**src/rtl/ksa_pkg.sv**
```systemverilog
// Shared state encoding and sizing helpers for the iterative masked
// Kogge-Stone prefix controller.
package ksa_pkg;

  typedef enum logic [2:0] {IDLE, RND, ISSUE, WAIT, DONE} state_e;

  function automatic int f_maskwidth(input int k_width, input int n_shares);
    return k_width * n_shares;
  endfunction

  function automatic int f_randnum(input int n_shares);
    return 2 * n_shares * (n_shares - 1);
  endfunction

  function automatic int f_rounds(input int k_width);
    return $clog2(k_width);
  endfunction

  // Round index needs at least one bit even for a single-round network.
  function automatic int f_round_w(input int n_rounds);
    return (n_rounds > 1) ? $clog2(n_rounds) : 1;
  endfunction

  localparam int ROUND_W = f_round_w(f_rounds(32));

endpackage

```
**src/rtl/ksa_share_regfile.sv**
```systemverilog
// Holding registers for the share-wise p/g state and the current round's
// randomness; data only moves register to register, never combined.
module ksa_share_regfile #(
  parameter int MASKWIDTH = 96,
  parameter int RNDWIDTH  = 384
) (
  input  logic                 clk,
  input  logic                 rst_n,
  input  logic                 ld_in,
  input  logic                 ld_res,
  input  logic                 clr_pg,
  input  logic                 ld_rnd,
  input  logic                 clr_rnd,
  input  logic [MASKWIDTH-1:0] in_p,
  input  logic [MASKWIDTH-1:0] in_g,
  input  logic [MASKWIDTH-1:0] res_p,
  input  logic [MASKWIDTH-1:0] res_g,
  input  logic [RNDWIDTH-1:0]  in_rnd,
  output logic [MASKWIDTH-1:0] p_q,
  output logic [MASKWIDTH-1:0] g_q,
  output logic [RNDWIDTH-1:0]  rnd_q
);

  logic                 pg_en, rnd_en;
  logic [MASKWIDTH-1:0] p_d, g_d;
  logic [RNDWIDTH-1:0]  rnd_d;

  // Clear wins over load so an abort can never leave stale shares behind.
  always_comb begin
    pg_en  = clr_pg | ld_in | ld_res;
    rnd_en = clr_rnd | ld_rnd;
    p_d    = res_p;
    g_d    = res_g;
    rnd_d  = in_rnd;
    if (clr_pg) begin
      p_d = '0;
      g_d = '0;
    end else if (ld_in) begin
      p_d = in_p;
      g_d = in_g;
    end
    if (clr_rnd) begin
      rnd_d = '0;
    end
  end

  always_ff @(posedge clk or negedge rst_n) begin
    if (!rst_n) begin
      p_q   <= '0;
      g_q   <= '0;
      rnd_q <= '0;
    end else begin
      if (pg_en) begin
        p_q <= p_d;
        g_q <= g_d;
      end
      if (rnd_en) begin
        rnd_q <= rnd_d;
      end
    end
  end

endmodule

```
**src/rtl/ksa_iter_ctrl.sv**
```systemverilog
// Sequencer that time-shares one masked prefix stage across all Kogge-Stone
// rounds, fetching fresh randomness per round and returning the carry shares.
module ksa_iter_ctrl
  import ksa_pkg::*;
#(
  parameter int K_WIDTH    = 32,
  parameter int N_SHARES   = 3,
  parameter int MASKWIDTH  = f_maskwidth(K_WIDTH, N_SHARES),
  parameter int RANDNUM    = f_randnum(N_SHARES),
  parameter int N_ROUNDS   = f_rounds(K_WIDTH),
  parameter int TIMEOUT    = 15,
  parameter int ST_ROUND_W = f_round_w(N_ROUNDS)
) (
  input  logic                         clk,
  input  logic                         rst_n,
  input  logic                         i_vld,
  output logic                         i_rdy,
  input  logic [MASKWIDTH-1:0]         i_p,
  input  logic [MASKWIDTH-1:0]         i_g,
  output logic                         rnd_req,
  input  logic                         rnd_vld,
  input  logic [K_WIDTH*RANDNUM-1:0]   rnd,
  output logic                         st_dvld,
  output logic                         st_ena,
  output logic [ST_ROUND_W-1:0]        st_round,
  output logic [MASKWIDTH-1:0]         st_p,
  output logic [MASKWIDTH-1:0]         st_g,
  output logic [K_WIDTH*RANDNUM-1:0]   st_rnd,
  input  logic                         st_ovld,
  input  logic [MASKWIDTH-1:0]         st_p_res,
  input  logic [MASKWIDTH-1:0]         st_g_res,
  output logic                         o_vld,
  input  logic                         o_rdy,
  output logic [MASKWIDTH-1:0]         o_g,
  output logic                         o_err
);

  localparam int RNDW  = K_WIDTH * RANDNUM;
  localparam int TMO_W = $clog2(TIMEOUT + 1);
  localparam logic [ST_ROUND_W-1:0] LAST_ROUND = ST_ROUND_W'(N_ROUNDS - 1);
  localparam logic [TMO_W-1:0]      TMO_LAST   = TMO_W'(TIMEOUT - 1);

  state_e                state_q, state_d;
  logic [ST_ROUND_W-1:0] round_q, round_d;
  logic [TMO_W-1:0]      tmo_q, tmo_d;
  logic                  i_rdy_q, i_rdy_d, rnd_req_q, rnd_req_d;
  logic                  st_dvld_q, st_dvld_d, st_ena_q, st_ena_d;
  logic                  o_vld_q, o_vld_d, o_err_q, o_err_d;
  logic                  ld_in, ld_res, clr_pg, ld_rnd, clr_rnd;
  logic [MASKWIDTH-1:0]  p_q, g_q;
  logic [RNDW-1:0]       rnd_q;

  always_comb begin
    state_d = state_q;
    round_d = round_q;
    tmo_d   = tmo_q;
    o_err_d = 1'b0;
    ld_in   = 1'b0;
    ld_res  = 1'b0;
    clr_pg  = 1'b0;
    ld_rnd  = 1'b0;
    clr_rnd = 1'b0;
    unique case (state_q)
      IDLE: if (i_vld) begin
        ld_in   = 1'b1;
        round_d = '0;
        state_d = RND;
      end
      RND: if (rnd_vld) begin
        ld_rnd  = 1'b1;
        state_d = ISSUE;
      end
      ISSUE: begin
        tmo_d   = '0;
        state_d = WAIT;
      end
      WAIT: begin
        // A result arriving in the last permitted cycle still counts.
        if (st_ovld) begin
          ld_res  = 1'b1;
          clr_rnd = 1'b1;
          if (round_q == LAST_ROUND) begin
            state_d = DONE;
          end else begin
            round_d = round_q + 1'b1;
            state_d = RND;
          end
        end else if (tmo_q == TMO_LAST) begin
          o_err_d = 1'b1;
          clr_pg  = 1'b1;
          clr_rnd = 1'b1;
          round_d = '0;
          state_d = IDLE;
        end else begin
          tmo_d = tmo_q + 1'b1;
        end
      end
      DONE: if (o_rdy) begin
        clr_pg  = 1'b1;
        round_d = '0;
        state_d = IDLE;
      end
      default: state_d = IDLE;
    endcase
    i_rdy_d   = (state_d == IDLE);
    rnd_req_d = (state_d == RND);
    st_dvld_d = (state_d == ISSUE);
    st_ena_d  = (state_d == ISSUE) || (state_d == WAIT);
    o_vld_d   = (state_d == DONE);
  end

  always_ff @(posedge clk or negedge rst_n) begin
    if (!rst_n) begin
      state_q   <= IDLE;
      round_q   <= '0;
      tmo_q     <= '0;
      i_rdy_q   <= 1'b1;
      rnd_req_q <= 1'b0;
      st_dvld_q <= 1'b0;
      st_ena_q  <= 1'b0;
      o_vld_q   <= 1'b0;
      o_err_q   <= 1'b0;
    end else begin
      state_q   <= state_d;
      round_q   <= round_d;
      tmo_q     <= tmo_d;
      i_rdy_q   <= i_rdy_d;
      rnd_req_q <= rnd_req_d;
      st_dvld_q <= st_dvld_d;
      st_ena_q  <= st_ena_d;
      o_vld_q   <= o_vld_d;
      o_err_q   <= o_err_d;
    end
  end

  ksa_share_regfile #(
    .MASKWIDTH (MASKWIDTH),
    .RNDWIDTH  (RNDW)
  ) u_regfile (
    .clk     (clk),
    .rst_n   (rst_n),
    .ld_in   (ld_in),
    .ld_res  (ld_res),
    .clr_pg  (clr_pg),
    .ld_rnd  (ld_rnd),
    .clr_rnd (clr_rnd),
    .in_p    (i_p),
    .in_g    (i_g),
    .res_p   (st_p_res),
    .res_g   (st_g_res),
    .in_rnd  (rnd),
    .p_q     (p_q),
    .g_q     (g_q),
    .rnd_q   (rnd_q)
  );

  assign i_rdy    = i_rdy_q;
  assign rnd_req  = rnd_req_q;
  assign st_dvld  = st_dvld_q;
  assign st_ena   = st_ena_q;
  assign st_round = round_q;
  assign st_p     = p_q;
  assign st_g     = g_q;
  assign st_rnd   = rnd_q;
  assign o_vld    = o_vld_q;
  assign o_g      = g_q;
  assign o_err    = o_err_q;

endmodule

```
**config.mk**
```make
export PLATFORM = sky130hd
export DESIGN_NAME = ksa_iter_ctrl
export DESIGN_NICKNAME = d
export VERILOG_FILES = /design/src/rtl/ksa_pkg.sv /design/src/rtl/ksa_share_regfile.sv /design/src/rtl/ksa_iter_ctrl.sv
export SDC_FILE = /design/constraint.sdc
export NUM_CORES = 1
export LEC_CHECK = 0
export CORE_AREA = 2 2 563 565
export DETAILED_ROUTE_END_ITERATION = 6
export DIE_AREA = 0 0 565 567
export DONT_BUFFER_PORTS = 1
export PLACE_DENSITY = 0.3
export SYNTH_ARGS = -nofsm -noshare
export SYNTH_HDL_FRONTEND = slang
export SYNTH_SLANG_ARGS = --single-unit
```
**constraint.sdc**
```tcl
create_clock -name clk -period 1.7 [get_ports clk]
set_input_delay 0.34 -clock clk [delete_from_list [all_inputs] [get_ports clk]]
set_output_delay 0.34 -clock clk [all_outputs]
set_load 0.01 [all_outputs]
```
==> results of run 1 <==
-- final timing paths --
kind | start | endpoint | slack [ns]
worst max-delay path | state_q[0] | u_regfile.g_q[52] | -0.30
worst min-delay path | rst_n | u_regfile.g_q[1] | -0.71
worst max register to register | state_q[0] | u_regfile.g_q[52] | -0.30
worst min register to register | u_regfile.p_q[93] | u_regfile.p_q[93] | 0.56
max in group asynchronous | rst_n | u_regfile.rnd_q[163] | 0.33
min in group clk | rnd[342] | u_regfile.rnd_q[342] | 0.17
-- worst reg2reg max path, cell delays in order (launching register included) --
cell	delay, ns
dfrtp_1	0.37
or3b_4	0.44
nor2_8	0.13
buf_12	0.17
clkbuf_16	0.28
buf_12	0.21
mux2i_1	0.22
o2bb2ai_1	0.08
-- through the flow --
| step | hold slack [ns] | cells | area [sq um] | setup TNS, ns |
|---|---|---|---|---|
| after CTS | -0.7924 | 7431 | 41460 | -144.01 |
| after detailed placement | 0.06427 | 6492 | 30410 | -153.13 |
| after global routing | -0.7809 | 7583 | 44140 | -171.59 |
| final | -0.7145 | 7612 | 44210 | -89.98 |
| after global placement | 0.06298 | 6492 | 30410 | -164.35 |
| after floorplan | 0.04441 | 2480 | 25430 | 0 |
-- synthesized netlist by cell type (4+ instances only) --
cell type	count
nor2_1	5
buf_6	10
nand2b_1	4
nand3_1	4
clkbuf_1	60
a21oi_1	389
o21ai_0	6
o2bb2ai_1	192
buf_2	103
ha_1	4
dfrtp_1	591
buf_4	98
a21o_1	4
inv_1	4
buf_1	6
mux2i_1	192
nand2_1	777
buf_8	10
-- registers in the layout (all words and copies together), names as in the netlist --
register	flops
i_rdy	1
rnd_req	1
o_vld	1
u_regfile.g_q	96
u_regfile.p_q	96
state_q	3
u_regfile.rnd_q	384
st_dvld	1
st_round	3
o_err	1
tmo_q	4
st_ena	1
-- metal layers --
layer | vias to the layer above | GRT usage [%] | share of wire, %
li1 | 10150 | - | -
met1 | 12042 | 11.77 | 31
met2 | 1439 | 23.62 | 51
met3 | 524 | 7.820 | 13
met4 | 110 | 4.751 | 4.2
met5 | - | 0 | 0.29
-- where the power goes --
group          internal (uW)  leakage (uW)  switching, uW  total (uW)
combinational          11900       0.00820          13100       25100
sequential             19800       0.00756          14100       33900
clock                  11300       0.00143           7780       19100
-- what timing repair did --
action | 4_1_cts | 5_1_grt
hold buffers | 771 | 1
resized for setup | 49 | 140
setup endpoints to repair | 942 | 1134
setup buffers | 6 | 36
hold endpoints to repair | 1182 | 216
pin swaps | 1 | 15
gates cloned | 6 | 65
-- kinds of logic after synthesis --
logic type               after synthesis  share of synthesized area [%]
buffers and inverters                292                          7.010
AND/OR/NAND/NOR                      801                          12.11
AO/OA/AOI/OAI                        598                          14.73
multiplexers                         193                          7.611
adder cells (fa/ha/maj)                4                         0.1971
flip-flops                           592                          58.33
-- cell type report --
type | instances | area (sq um) | share of cell area [%]
Timing Repair Buffer | 1023 | 11940 | 27.01
Clock buffer | 126 | 2587 | 5.853
Tap cell | 4160 | 5205 | 11.77
Sequential cell | 592 | 14830 | 33.54
Inverter | 5 | 45.04 | 0.1019
Clock inverter | 30 | 322.8 | 0.7302
Timing Repair inverter | 1 | 8.758 | 0.01981
Multi-Input combinational cell | 1597 | 9077 | 20.53
Antenna cell | 78 | 195.2 | 0.4415
==> results by group, run 1 <==
Timing
  • Final Max Tran Viols: 0
  • Worst-margin pin slew: 1.345 ns
  • Clock skew: 0.1096 ns
  • RSZ-0062 raised after global routing: true
  • Worst Setup Slack, final: -0.2989 ns
  • Slew HR: 10.33%
  • Fmax: 500.3 MHz
  • Worst hold slack: -0.7145 ns
  • Final setup viols: around 760
  • Final period util: 117.6%
  • Fin. Hold Viols: approximately 220
  • Post-route minimum period: around 2 ns

Setup path
  • Critical Path End Type: flip-flop
  • Worst Path Buf+Inv: 3
  • Worst path top cell family by delay: buffers and inverters
  • Worst r2r path cells: 7
  • CP max stage delay: 0.44 ns
  • CP startpoint kind: flip-flop
  • Sequence of cells on the critical path: or3b_4 -> nor2_8 -> buf_12 -> clkbuf_16 -> buf_12 -> mux2i_1 -> o2bb2ai_1
  • Most frequent CP cell: buf_12
  • Kind of critical path: flip-flop to flip-flop
  • WP data arrival: approximately 2.6 ns
  • Crit-path max FO: 11
  • Critical path's slowest cell: or3b_4
  • Critical Path RT: 2.33 ns
  • Worst path depth: 7

Synth
  • Post-synthesis instance total: 2480
  • Post-synth ARST share: 100.0%
  • Ys flop type: dfrtp_1
  • Synth top area share: between 50% and 60%
  • Synth Cell Area: 0.02540 sq mm
  • Post-synthesis register bit count: 592
  • Post-synth cell types: 36
  • Top cells by area, synth: dfrtp_1 (58%), nand2_1 (11%), a21oi_1 (7.7%)
  • Seq/Total Area, Yosys: a little under 60%
  • EDFF count, synth: 0
  • Post-synth top area cell: dfrtp_1
  • Post-synthesis net count: around 3300
  • Warnings from Yosys: 0
  • Syn_area_per_cell: slightly above 10 sq um

Hold path
  • Hold Path Class: input pin to asynchronous set/reset pin

Clock tree
  • H-Tree Level Count: 3
  • Worst-path clk slew: about 0.060 ns
  • Worst skew pair latency: 0.84 ns
  • Num CTS Buffers: 88
  • Clk sink count: around 590
  • CTS tree: done
  • Max clock buf depth: 4
  • Clk root buf: clkbuf_16

Die
  • CORE AREA: 0.3139 sq mm
  • Initial Utilization: under 10%
  • Die Wd: 565 um
  • Die Height: 567 um
  • Full die area: 0.3204 sq mm
  • Number of core rows: 206
  • Io pins: 1455

Power and ir drop
  • Total power: 78120 uW
  • Max IR drop VDD: around 0.77 mV
  • Pwr Density: 1767 mW/mm^2
  • LEAKAGE: 0.01719 uW

Run status
  • Status: finished, violations left
  • Failing checks: hold timing, setup timing

GRT
  • Vias in the first global route: around 24000
  • All-Layer GR Usage: a little over an eighth
  • Antenna violations before repair: 209
  • Global route overflow: 0
  • Largest net degree at the start of global routing: 593
  • Global-route wire length before repair: 271300 um

Flow run
  • Max cap viols: 0

Finish
  • Most common cell after layout, fill and taps aside: nand2_1
  • Finished Core Util: 14.08%
  • Commonest cells after routing, fill and taps aside: nand2_1 (774), dlygate4sd3_1 (772), dfrtp_1 (582)
  • Share of cells above drive strength 1: 13.49%
  • Nets@finish: 4086
  • Synthesis-to-layout area growth: 74.07%
  • FILL cells: 35483

Placement
  • Post-DP HPWL: about 180000 um
  • Place WS: -0.4560 ns
  • Gpl congestion: 0.8322
  • PortBufs: 0

Detailed routing
  • Drc violations: 0
  • Routed len/inst: 31.02 um
  • Vias/cell: around 3.2
  • Routed Antenna Nets: 0
  • Pre-antenna DRT Iters: 5
  • DR vias: 24265
  • Total Routed Length: roughly 240000 um
  • Initial DRC count: 1343
Power figures use the tool's default switching activity.
==> inputs of run 2 (changes only) <==
- GPL_TIMING_DRIVEN: not set -> 0
==> run 2 against run 1 <==
Effect of this change: the run still ends with hold timing, setup timing left; power rose by 0.75%; die area did not move; setup slack got worse by 0.14 ns; wire length rose by 2.4%; sequential power barely moved; utilization barely moved; first-iteration DRC count rose by 21%; combinational power rose by 5%; design area rose by 0.12%; clock skew fell by 0.038 ns; clock power fell by 4%; critical endpoint is now u_regfile.g_q[27]; largest cell class unchanged; largest power group unchanged.
==> results by group, run 2 (same netlist as run 1, synthesis figures left out) <==
Power and ir drop
  • Total power: 78710 uW (+0.75%)
  • Max IR drop VDD: 0.6923 mV (-9.6%)
  • Pwr Density: 1778 mW/mm^2 (+0.63%)
  • LEAKAGE: 0.01725 uW (+0.38%)

Setup path
  • CP startpoint kind: flip-flop
  • Crit-path max FO: 10 (-1)
  • WP data arrival: 2.75 ns (+0.12 ns)
  • Worst r2r path cells: 7 (unchanged)
  • Kind of critical path: flip-flop to flip-flop
  • Critical Path RT: 2.32 ns (about the same)
  • Critical Path End Type: flip-flop

Detailed routing
  • Total Routed Length: 241700 um (+2.4%)
  • Routed Antenna Nets: 0 (unchanged)
  • Vias/cell: 3.246 (+1.8%)
  • Drc violations: 0 (unchanged)
  • Pre-antenna DRT Iters: 5 (unchanged)
  • DR vias: 25043 (+3.2%)
  • Routed len/inst: 31.33 um (+0.99%)
  • Initial DRC count: 1631 (+21%)

Finish
  • Synthesis-to-layout area growth: 74.27%
  • Most common cell after layout, fill and taps aside: dlygate4sd3_1
  • Leading registers by flop count: u_regfile.rnd_q x384, u_regfile.g_q x96, u_regfile.p_q x96
  • FILL cells: 35516 (+0.093%)
  • Max reg flops: 384 (unchanged)
  • Storage element area: 0.01485 sq mm (+0.12%)
  • Nets@finish: 4185 (+2.4%)
  • Largest Register: u_regfile.rnd_q
  • Final Non-Filler Cells: 7716 (+1.4%)
  • Commonest cells after routing, fill and taps aside: dlygate4sd3_1 (772), nand2_1 (753), dfrtp_1 (576)
  • Share of cells above drive strength 1: 17.00% (+3.5 points)
  • Finished Core Util: 14.10% (+0.017 points)
  • Area of the multi-input gates: 0.009304 sq mm (+2.5%)

GRT
  • Global-route wire length before repair: 295700 um (+9.0%)
  • All-Layer GR Usage: 14.32% (+1.3 points)
  • Antenna violations before repair: 154 (-26%)
  • Largest net degree at the start of global routing: 593 (unchanged)
  • Vias in the first global route: 25432 (+5.0%)
  • Global route overflow: 0 (unchanged)

Die
  • Die Height: 567 um (unchanged)
  • Number of core rows: 206 (unchanged)
  • Initial Utilization: 8.090% (unchanged)
  • Die Wd: 565 um (unchanged)
  • Full die area: 0.3204 sq mm (unchanged)
  • CORE AREA: 0.3139 sq mm (unchanged)
  • Io pins: 1455 (unchanged)

Timing
  • Clock skew: 0.07205 ns (-0.03751 ns)
  • Worst hold slack: -0.7078 ns (+0.006739 ns)
  • Worst-margin pin slew: 1.154 ns (-0.1912 ns)
  • Final Max Tran Viols: 0 (unchanged)
  • Final setup viols: 866 (+15%)
  • Worst Setup Slack, final: -0.4343 ns (-0.1354 ns)
  • Fin. Hold Viols: 156 (-27%)
  • Slew HR: 23.08% (+13 points)
  • Fmax: 468.5 MHz (-6.3%)
  • Final period util: 125.5% (+8.0 points)
  • Post-route minimum period: 2.134 ns (+0.1354 ns)
  • RSZ-0062 raised after global routing: true

Clock tree
  • Worst-path clk slew: 0.06 ns (about the same)
  • H-Tree Level Count: 3 (unchanged)
  • Num CTS Buffers: 87 (-1.1%)
  • Hold_buf cts: 772 (+0.13%)
  • Clk sink count: 592 (unchanged)
  • CTS tree: done
  • Clk root buf: clkbuf_16
  • Max clock buf depth: 4 (unchanged)
  • Worst skew pair latency: 0.81 ns (-0.03 ns)

Placement
  • Placed Cells: 6641 (+2.3%)
  • Gpl congestion: 0.9639 (+16%)
  • Post-DP HPWL: 203400 um (+11%)
  • Place WS: -2.609 ns (-2.153 ns)
  • PortBufs: 0 (unchanged)

Flow run
  • Max cap viols: 0 (unchanged)

Run status
  • Status: finished, violations left
  • Failing checks: hold timing, setup timing

Hold path
  • Hold Path Class: input pin to asynchronous set/reset pin
[run 2: changes by cell type in the layout (fill, tap and decap cells not counted), moves of 10 or more]
| cell | previous run | this run |
|---|---|---|
| clkbuf_2 | 0 | 18 |
| buf_4 | 87 | 139 |
| buf_8 | 18 | 28 |
| buf_2 | 0 | 23 |
| clkbuf_4 | 0 | 18 |
| a21oi_2 | 10 | 21 |
| nand2_2 | 3 | 22 |
| mux2i_4 | 3 | 17 |
| mux2i_1 | 180 | 165 |
| buf_16 | 30 | 12 |
| a21oi_1 | 378 | 367 |
| nand2_1 | 774 | 753 |
| buf_6 | 16 | 37 |
| clkbuf_16 | 146 | 111 |
[run 2: final timing paths]
path / slack, ns / endpoint / from
worst max-delay path: -0.43 / u_regfile.g_q[27] / state_q[0]
worst min-delay path: -0.71 / u_regfile.g_q[30] / rst_n
worst max register to register: -0.43 / u_regfile.g_q[27] / state_q[0]
worst min register to register: 0.56 / u_regfile.p_q[31] / u_regfile.p_q[31]
max in group asynchronous: -0.11 / u_regfile.rnd_q[83] / rst_n
min in group clk: 0.21 / u_regfile.rnd_q[133] / rnd[133]
[run 2: per-layer routing]
metal  vias to the layer above  wire, um  GRT usage (%)  share of wire [%]
li1                      10312         -              -                  -
met1                     12603     79440          13.71                 33
met2                      1573    120700          25.32                 50
met3                       501     28490          7.122                 12
met4                        54     12780          6.882                5.3
met5                         -       353              0               0.15
[run 2: worst max-delay path, cell delays in order, from the launching register on]
cell       delay (ns)
dfrtp_2          0.45
or3b_4           0.45
nor2_8           0.10
buf_12           0.16
buf_16           0.21
buf_12           0.19
mux2i_4          0.30
o2bb2ai_1        0.09
[run 2: what timing repair did]
action,CTS,global route
resized for setup,258,346
hold endpoints to repair,1181,156
buffers inserted,8,31
cloned,2,21
pin swaps,2,11
setup endpoints to repair,954,1049
[run 2: through the flow]
stage                     instance area, sq um  TNS (ns)  hold WS [ns]
final                                    44260   -146.75       -0.7078
after global routing                     44190   -255.31       -0.7636
after CTS                                42220   -238.67       -0.7885
after detailed placement                 30670   -869.99       0.06192
after global placement                   30640  -1013.93       0.06494
after floorplan                          25430         0       0.04441
[run 2: area by class of cell]
type / count / share of cell area (%)
antenna: 85 / 0.4806
buffer: 286 / 6.779
clock buffer: 131 / 5.863
clock inverter: 22 / 0.4071
inverter: 5 / 0.1018
multi-input combinational: 1596 / 21.02
sequential: 592 / 33.54
tap: 4160 / 11.76
timing repair buffer: 838 / 19.98
timing repair inverter: 1 / 0.06784
[run 2: power breakdown]
| part | leakage [uW] | switching [uW] | internal (uW) | total (uW) |
|---|---|---|---|---|
| Clock | 0.00135 | 7670 | 10700 | 18300 |
| Combinational | 0.00835 | 14400 | 11900 | 26300 |
| Sequential | 0.00755 | 14300 | 19800 | 34100 |
| Total | 0.0173 | 36400 | 42300 | 78700 |
==> variant (flow settings as in run 1) <==
Remove the register `o_err_q`: a continuous assignment takes its place, so the output `o_err` follows one clock earlier.
--- a/src/rtl/ksa_iter_ctrl.sv
+++ b/src/rtl/ksa_iter_ctrl.sv
@@ -119,7 +119,6 @@
       st_dvld_q <= 1'b0;
       st_ena_q  <= 1'b0;
       o_vld_q   <= 1'b0;
-      o_err_q   <= 1'b0;
     end else begin
       state_q   <= state_d;
       round_q   <= round_d;
@@ -129,9 +128,10 @@
       st_dvld_q <= st_dvld_d;
       st_ena_q  <= st_ena_d;
       o_vld_q   <= o_vld_d;
-      o_err_q   <= o_err_d;
     end
   end
+
+  assign o_err_q = o_err_d;
 
   ksa_share_regfile #(
     .MASKWIDTH (MASKWIDTH),
Function: not settled (the Yosys comparison gave no result); the edit may change what the design does.
==> variant against run 1 <==
  * The run still ends with negative hold slack, negative setup slack left
  * Critical path depth shrank 2
  * Setup slack worse by 320 ps
  * Global-route usage grew 0.12 points
  * Via count increased by 1.6%
  * Clock skew fell by 43 ps
  * First-iteration DRC count down 13%
  * Synthesized area is essentially flat
  * Power up 10%
  * Sequential cell count shrank 1
  * Count of clock-buffer cells in the layout decreased by 2
  * Routed wire length shrank 4.8%
  * Synthesized cell count barely moved
  * Maximum frequency down 14%
  * Final area rose by 10%
  * Largest cell class unchanged
==> variant: results (changes against run 1) <==
# fillers 35000 (-1.4%); Pint 48000 uW (+11%); CTS clk-pin slew, worst paths 60 ps (about the same); synth top area cells dfrtp_1 58%, nand2_1 11%, a21oi_1 7.7%, mux2i_1 7.6%, o2bb2ai_1 6.6%; # H-tree levels 3 (unchanged); Worst-Skew Late Latency 830 ps; post-DP HPWL 173000 um (-5.3%); Regs by FF count u_regfile.rnd_q (384), u_regfile.g_q (96), u_regfile.p_q (96); first-pass GRT wire length 275000 um (+1.5%); Synth top cells by count 777 x nand2_1, 590 x dfrtp_1, 389 x a21oi_1; Ys Warns 0 (unchanged); Mapped Nets 3257 (-0.031%); RD Place Congestion 0.850 (+2.1%); clock buffer depth 4 (unchanged); root buf cell clkbuf_16; pre-CTS setup slack -320 ps (+136 ps); final std cells w/o fill 7655 (+0.56%); GR Util All Layers 0.132 (+0.00121); vias in the first global route 25500 (+5.4%); Post-DP Area 30700 um2 (+1.1%); worst-path maximum fanout 2 (-9); Starting DRT DRC Count 1171 (-13%); failing checks negative hold slack, negative setup slack; Yosys cell types 36 (unchanged); CTS Buf Count 86 (-2.3%); Post-Place Cells 6526 (+0.52%); status complete, but fails checks; final worst slack -614 ps (-315 ps); layout cell share with drive strength beyond 1 0.389 (+0.254); register area share after synthesis 0.583 (about the same); IO Port Bufs 0 (unchanged); Mean Syn Cell Area 10.2 um2 (about the same); peak supply drop 0.794 mV (+3.7%); CP startpoint state_q[2]; worst slew pin tran 1030 ps (-319 ps); Vias/cell 3.22 (+1.0%); Critical-path top delay cell dfrtp_1; asr flop ratio synth 1.00 (unchanged); largest net degree at the start of global routing 592 (-0.17%); Hold Crit Class in -> async; drt total wl 225000 um (-4.8%); drt first pass iters 7 (+2); top_reg_cell synth dfrtp_1; CP arrival 1970 ps (-660 ps); CP delay by family, top simple AND/OR/NAND/NOR gates; endpoints failing setup 607 (-20%); initial antenna violation count 171 (-18%); Clock Skews 66.7 ps (-42.8 ps); fin nets 4145 (+1.4%); Static Leak 0.0177 uW (+2.9%); max incr delay on CP 380 ps (-60 ps); final hold vios 217 (+0.93%); Final Hold Slack -739 ps (-24.1 ps); Crit Reg-Reg Startpoint tmo_q[0]
## variant: layout make-up
class	instances	area share
diodes	67	0.00345
clock buffers	124	0.0522
clock inverters	25	0.00571
inverters	5	0.000721
multi-input cells	1598	0.252
flip-flops and latches	591	0.311
well taps	4160	0.107
repair buffers	1084	0.268
repair inverters	1	0.000335
## variant: final timing paths
| path | to | slack, ps | cells after the start |
|---|---|---|---|
| setup / recovery | o_err | -610 | 5 |
| hold / removal | u_regfile.g_q[32] | -740 | 0 |
| setup reg to reg | u_regfile.p_q[36] | -450 | 13 |
| hold reg to reg | u_regfile.p_q[84] | 570 | 1 |
| max in group asynchronous | u_regfile.rnd_q[84] | 270 | 3 |
| min in group clk | u_regfile.rnd_q[157] | 180 | 6 |
## variant: kinds of logic (layout without fill, tap and decap cells)
kind of cell | after synthesis | after routing | share of synthesized area
simple gates | 801 | 801 | 0.121
compound gates | 598 | 600 | 0.147
flops | 591 | 591 | 0.583
buf+inv | 292 | 1239 | 0.0702
mux | 193 | 193 | 0.0762
fa+ha+maj | 4 | 4 | 0.00197
other cells | 0 | 67 | 0
## variant: worst reg2reg max path, stage by stage (launching register included)
cell       delay (ps)
dfrtp_1           340
inv_1              50
ha_2              180
buf_4             130
buf_6             110
a31oi_4           220
nor2_4             60
a21oi_4           130
buf_12            160
buf_16            160
buf_12            200
buf_6             110
buf_6             110
o2bb2ai_2         100
## variant: power groups by stage
stage | Clock [uW] | Sequential [uW] | Combinational, uW
2_1_floorplan | 0 | 25800 | 13700
3_3_place_gp | 0 | 34100 | 17500
3_5_place_dp | 0 | 33900 | 17800
4_1_cts | 19400 | 34500 | 29100
5_1_grt | 19800 | 35600 | 35400
6_report | 18700 | 34400 | 33000
## variant: what timing repair did
action,4_1_cts,5_1_grt
gates cloned,51,26
setup endpoints to repair,873,1042
hold buffers,772,1
hold endpoints to repair,1177,181
setup buffers,67,27
pin swaps,8,8
gates resized for setup,636,617
## variant: layer usage
| layer | track usage | part of all wire |
|---|---|---|
| met3 | 0.0806 | 0.14 |
| met1 | 0.118 | 0.31 |
| met4 | 0.0500 | 0.051 |
| met2 | 0.238 | 0.50 |
| met5 | 0 | 0.0027 |
## variant: per-stage QoR
stage,total power (uW),TNS [ps],utilization
after global routing,90800,-219950,0.155
after global placement,51600,-76820,0.0979
after CTS,82900,-336930,0.146
after detailed placement,51700,-74120,0.0979
final,86100,-156920,0.155
after floorplan,39500,0,-
